### config.mk
export PLATFORM = sky130hd
export DESIGN_NAME = uart_tx_arbiter
export DESIGN_NICKNAME = d
export VERILOG_FILES = /design/src/rtl/uart_tx_arbiter.sv
export SDC_FILE = /design/constraint.sdc
export NUM_CORES = 1
export LEC_CHECK = 0
export CAP_MARGIN = 40
export CORE_MARGIN = 4
export CORE_UTILIZATION = 45
export DETAILED_ROUTE_END_ITERATION = 6
export MAX_ROUTING_LAYER = met4
export PLACE_DENSITY_LB_ADDON = 0.25
export RECOVER_POWER = 25
export SLEW_MARGIN = 20
export SYNTH_ARGS = -nofsm -noshare
export SYNTH_HDL_FRONTEND = slang
export SYNTH_SLANG_ARGS = --single-unit
### constraint.sdc
create_clock -name clk -period 3.45 [get_ports clk]
set_clock_uncertainty 0.15 [all_clocks]
set_input_delay 0.69 -clock clk [delete_from_list [all_inputs] [get_ports clk]]
set_output_delay 0.69 -clock clk [all_outputs]
set_load 0.02 [all_outputs]
### src/rtl/uart_tx_arbiter.sv
// uart_tx_arbiter
//
// Shares one sendUART transmitter between two byte sources. Each source
// owns a one-byte holding register. A round-robin FSM issues one held byte
// at a time, waits for the transmitter's finish, and then returns a done
// pulse to the requester that owned the byte. A watchdog aborts a transfer
// whose finish never arrives and flags the abort with an err pulse.
//
// Parameters:
//   TIMEOUT  cycles to wait for tx_finish after issue before aborting (>= 2)
//   CNT_W    watchdog counter width, 2**CNT_W >= TIMEOUT
//
// Ports:
//   clk                 rising-edge clock
//   reset               asynchronous reset, active low
//   reqN_start/_byte    one-cycle offer of a byte from requester N
//   reqN_busy           requester N holding register occupied
//   reqN_done           one-cycle pulse when requester N's byte completed or aborted
//   reqN_err            one-cycle pulse with reqN_done when the transfer timed out
//   reqN_drop           one-cycle pulse when an offer was rejected (holder full)
//   tx_start            one-cycle start pulse to sendUART
//   tx_byte             byte to sendUART, stable from tx_start to end of transfer
//   tx_finish           completion from sendUART, sampled only while waiting

module uart_tx_arbiter #(
    parameter int TIMEOUT = 8192,
    parameter int CNT_W   = 14
) (
    input  logic       clk,
    input  logic       reset,

    input  logic       req0_start,
    input  logic [7:0] req0_byte,
    output logic       req0_busy,
    output logic       req0_done,
    output logic       req0_err,
    output logic       req0_drop,

    input  logic       req1_start,
    input  logic [7:0] req1_byte,
    output logic       req1_busy,
    output logic       req1_done,
    output logic       req1_err,
    output logic       req1_drop,

    output logic       tx_start,
    output logic [7:0] tx_byte,
    input  logic       tx_finish
);

    typedef enum logic [1:0] {
        IDLE,
        ISSUE,
        WAIT,
        DONE
    } state_t;

    localparam logic [CNT_W-1:0] CNT_LAST = CNT_W'(TIMEOUT - 1);
    localparam logic [CNT_W-1:0] CNT_ONE  = {{(CNT_W-1){1'b0}}, 1'b1};

    state_t           state, state_next;
    logic             grant, grant_next;
    logic             last, last_next;
    logic             abort, abort_next;
    logic [CNT_W-1:0] cnt, cnt_next;

    logic [7:0]       hold0, hold1;
    logic             pend0, pend1;
    logic             drop0, drop1;

    logic             release0, release1;
    logic             accept0, accept1;

    // The DONE cycle frees the granted holder; a new offer from the same
    // requester in that cycle is allowed to refill it (back-to-back bytes).
    assign release0 = (state == DONE) && !grant;
    assign release1 = (state == DONE) &&  grant;
    assign accept0  = req0_start && (!pend0 || release0);
    assign accept1  = req1_start && (!pend1 || release1);

    // Holding registers, pending flags and registered drop pulses.
    // A set from an accepted offer takes priority over the DONE clear.
    always_ff @(posedge clk or negedge reset) begin
        if (!reset) begin
            hold0 <= 8'h00;
            hold1 <= 8'h00;
            pend0 <= 1'b0;
            pend1 <= 1'b0;
            drop0 <= 1'b0;
            drop1 <= 1'b0;
        end else begin
            drop0 <= req0_start && !accept0;
            drop1 <= req1_start && !accept1;

            if (accept0) begin
                hold0 <= req0_byte;
                pend0 <= 1'b1;
            end else if (release0) begin
                pend0 <= 1'b0;
            end

            if (accept1) begin
                hold1 <= req1_byte;
                pend1 <= 1'b1;
            end else if (release1) begin
                pend1 <= 1'b0;
            end
        end
    end

    // FSM and watchdog state register.
    always_ff @(posedge clk or negedge reset) begin
        if (!reset) begin
            state <= IDLE;
            grant <= 1'b0;
            last  <= 1'b1;
            abort <= 1'b0;
            cnt   <= '0;
        end else begin
            state <= state_next;
            grant <= grant_next;
            last  <= last_next;
            abort <= abort_next;
            cnt   <= cnt_next;
        end
    end

    // Next-state logic. On a tie the requester not served last wins; with
    // last reset to 1, requester 0 wins the first tie. A finish seen in the
    // same cycle as the watchdog limit counts as a normal completion.
    always_comb begin
        state_next = state;
        grant_next = grant;
        last_next  = last;
        abort_next = abort;
        cnt_next   = cnt;

        case (state)
            IDLE: begin
                if (pend0 || pend1) begin
                    grant_next = (pend0 && pend1) ? ~last : pend1;
                    state_next = ISSUE;
                end
            end
            ISSUE: begin
                cnt_next   = '0;
                state_next = WAIT;
            end
            WAIT: begin
                cnt_next = cnt + CNT_ONE;
                if (tx_finish) begin
                    abort_next = 1'b0;
                    state_next = DONE;
                end else if (cnt == CNT_LAST) begin
                    abort_next = 1'b1;
                    state_next = DONE;
                end
            end
            DONE: begin
                last_next  = grant;
                state_next = IDLE;
            end
            default: begin
                state_next = IDLE;
            end
        endcase
    end

    // All outputs come from registers or from decoded state, so no request
    // input reaches the transmitter side combinationally.
    assign tx_start  = (state == ISSUE);
    assign tx_byte   = (state != IDLE) ? (grant ? hold1 : hold0) : 8'h00;

    assign req0_busy = pend0;
    assign req1_busy = pend1;
    assign req0_done = release0;
    assign req1_done = release1;
    assign req0_err  = release0 && abort;
    assign req1_err  = release1 && abort;
    assign req0_drop = drop0;
    assign req1_drop = drop1;

endmodule
==> flow_metrics.env <==
export IMPL_clock_path_buffers=2
export IMPL_yosys_most_used_dff="dfrtp_1"
export IMPL_min_from="last$_DFFE_PN1N_"
export IMPL_n_fill_cell=361
export IMPL_drive_gt1_share_pct=13.0
export IMPL_drt_iter0_markers=60
export IMPL_yosysMostFrequentCell="dfrtp_1"
export IMPL_dp_hpwl_um=2890
export IMPL_post_cts_buffers=0
export IMPL_drc=0
export IMPL_setup_violations=0
export IMPL_drv_cap=0
export IMPL_die_h_um=72.9
export IMPL_reg2reg_depth=6
export IMPL_hp_class="flop to flop"
export IMPL_worst_path_max_fanout=12
export IMPL_die_w_um=72.9
export IMPL_cts_root_buf="clkbuf_8"
export IMPL_grt_setup_unrepaired="false"
export IMPL_timing_setup_critical_path_class="flop to output pin"
export IMPL_synthTopCellsByArea="dfrtp_1 50%, mux2_2 9.5%, mux2i_1 4.7%"
export IMPL_initial_core_util_pct=47.1
export IMPL_setup_tns_ps=0
export IMPL_cts_buffers=5
export IMPL_setup_ws_ps=657
export IMPL_drv_slew=0
export IMPL_required_ps=2610
export IMPL_period_share_pct=80.9
export IMPL_yosysWarnings=0
export IMPL_slowest_stage="clkdlybuf4s50_1"
export IMPL_firstDrtPassIters=5
export IMPL_synth_cell_type_count=33
export IMPL_synth_area_leader_cell="dfrtp_1"
export IMPL_clkLatencyLatePin_ps=290
export IMPL_htree_levels=2
export IMPL_synth_fp_nets=201
export IMPL_fp_row_count=23
export IMPL_relSlewSlack_pct=25.9
export IMPL_syn2layout_area_growth_pct=25.4
export IMPL_routabilityCongestion=0.807
export IMPL_cts_tree="built"
export IMPL_syn_area_um2=1900
export IMPL_global_route_overflow_total=0
export IMPL_period_minus_slack_ps=2790
export IMPL_yosys_top_cells_count="38 x dfrtp_1, 19 x nor2_1, 16 x mux2_2"
export IMPL_grt_pass1_vias=1393
export IMPL_final_cells=265
export IMPL_final_nets=240
export IMPL_finalHoldViolations=0
export IMPL_ir_worst_vdd_v=0.000449
export IMPL_syn_avg_cell_area_um2=10.8
export IMPL_num_io_pins=38
export IMPL_cp_slowest_stage_delay_ps=630
export IMPL_synthCells=175
export IMPL_startpoint_type="flop"
export IMPL_synth_async_sr_flop_share_pct=100
export IMPL_die_area_um2=5320
export IMPL_path_buf_inv=2
export IMPL_crit_path_end_kind="output pin"
export IMPL_antenna_cells=0
export IMPL_port_buffers=37
export IMPL_rr_startpoint="state[1]$_DFFE_PN0P_"
export IMPL_avgViaCountPerCell=5.26
export IMPL_cts_sinks=39
export IMPL_cp_num_cells=4
export IMPL_ys_ff_latch=39
export IMPL_power_mw=1.93
export IMPL_synth_edf_count=0
export IMPL_whs_path_depth=2
export IMPL_worstPathArrival_ps=1950
export IMPL_outcome="finished clean"
export IMPL_grt_pass1_wl_um=6560
export IMPL_grt_max_degree=40
export IMPL_routedWlPerCell_um=14.6
export IMPL_worst_r2r_setup_slack_ps=1290
export IMPL_power_density_nw_per_um2=810
export IMPL_core_area_um2=4030
export IMPL_num_vias=1395
export IMPL_critical_path_top_delay_family="buffers and inverters"
export IMPL_min_to="last$_DFFE_PN1N_"
export IMPL_r2r_end="cnt[10]$_DFFE_PN0P_"
export IMPL_yosysSeqAreaShare_pct=51.5
export IMPL_leakagePower_nw=1.06
export IMPL_post_cts_resized=0
export IMPL_detail_route_antenna_nets=0
export IMPL_routed_wl_um=3880
export IMPL_yosysTopAreaCellShare_pct=50.1
export IMPL_grt_usage_pct=16.5
export IMPL_worstMarginPinSlew_ps=1110
export IMPL_antenna_found_initial=0
export IMPL_fmax_mhz=358
export IMPL_cts_hold_fix_buffers=0
export IMPL_path_clk_slew_ps=70
export IMPL_pre_cts_ws_ps=979
export IMPL_crit_chain="inv_1, ha_1, nor2_1, clkdlybuf4s50_1"
export IMPL_dp_cells=256
==> worst max-delay path by stage <==
stage                               from  slack (ps)         end
global route        state[1]$_DFFE_PN0P_         530  tx_byte[6]
CTS                 state[1]$_DFFE_PN0P_         640  tx_byte[6]
global placement       grant$_DFFE_PN0P_        1050    req1_err
floorplan           state[0]$_DFFE_PN0P_        1470  tx_byte[0]
finish              state[1]$_DFFE_PN0P_         660  tx_byte[7]
detailed placement  state[0]$_DFFE_PN0P_         980  tx_byte[6]
==> final cells by class <==
type	instances	area [µm²]	area share [%]
Multi-Input combinational cell	120	855	35.9
Inverter	10	37.5	1.58
Tap cell	50	62.6	2.63
Timing Repair Buffer	38	368	15.5
Clock buffer	8	80.1	3.36
Sequential cell	39	977	41.1
==> stage by stage <==
stage / instance area (µm²) / hold WS (ps) / utilization (%)
2_1_floorplan: 1900 / 244 / -
3_5_place_dp: 2300 / 338 / 57.0
4_1_cts: 2380 / 349 / 59.0
3_3_place_gp: 2300 / 332 / 57.0
5_1_grt: 2380 / 369 / 59.1
6_report: 2380 / 346 / 59.1
==> placed cells by master, fill, tap and decap left out <==
master | netlist | routed
mux2i_1 | 9 | 9
nand3_1 | 6 | 6
nor2b_1 | 1 | 1
clkbuf_1 | 3 | 5
clkbuf_8 | 0 | 5
a21oi_1 | 8 | 8
dfstp_2 | 1 | 1
o31ai_1 | 1 | 1
nor3_1 | 2 | 2
ha_1 | 5 | 5
nand2_1 | 13 | 13
nor3b_1 | 1 | 1
nand2b_1 | 3 | 3
nand4_1 | 4 | 4
nand4_2 | 1 | 1
nand4b_1 | 1 | 1
and4_4 | 2 | 2
nor4_1 | 2 | 2
nand4_4 | 1 | 1
inv_1 | 10 | 10
mux2_2 | 16 | 16
a21o_1 | 2 | 2
nor2_1 | 19 | 19
and2_1 | 2 | 2
dfrtp_1 | 38 | 38
xor2_1 | 3 | 3
nor4_2 | 1 | 1
clkdlybuf4s50_1 | 0 | 36
or3_1 | 3 | 3
and3_1 | 2 | 2
xnor2_1 | 3 | 3
mux2_4 | 1 | 1
o21ai_0 | 8 | 8
==> sequential cells by signal, summed over array words and instances (netlist names) <==
name and cells:
cnt 14, abort 1, req1_drop 1, req0_busy 1, last 1, state 2
grant 1, req1_busy 1, hold1 8, hold0 8, req0_drop 1
==> worst register-to-register path, stage by stage, from the launching register on <==
cell,delay (ps)
dfrtp_1,400
inv_1,80
ha_1,570
nand4_1,300
nor4_1,300
xnor2_1,170
nor2_1,60
==> where the power goes <==
group	internal [mW]	switching, mW	total (mW)
sequential	0.609	0.111	0.720
combinational	0.441	0.483	0.924
clock	0.143	0.141	0.284
==> cells by family (layout without fill, tap and decap cells) <==
logic type | after synthesis | count (layout) | share of synthesized area, %
AOI/OAI and AO/OA | 19 | 19 | 5.41
xor gates and xnor gates | 6 | 6 | 2.77
adders and majority gates | 5 | 5 | 3.30
buffers and inverters | 16 | 56 | 3.49
DFF | 39 | 39 | 51.5
muxes | 26 | 26 | 15.0
and+or+nand+nor | 64 | 64 | 18.5
==> routing by layer <==
metal,vias up,share of wire [%],global-route usage (%)
met4,0,1.1,4.30
met1,672,44,21.2
met3,7,5.1,5.23
met2,34,50,25.5
li1,682,-,-
met5,-,0,-
Note: power is estimated with default switching activity, not from simulation.
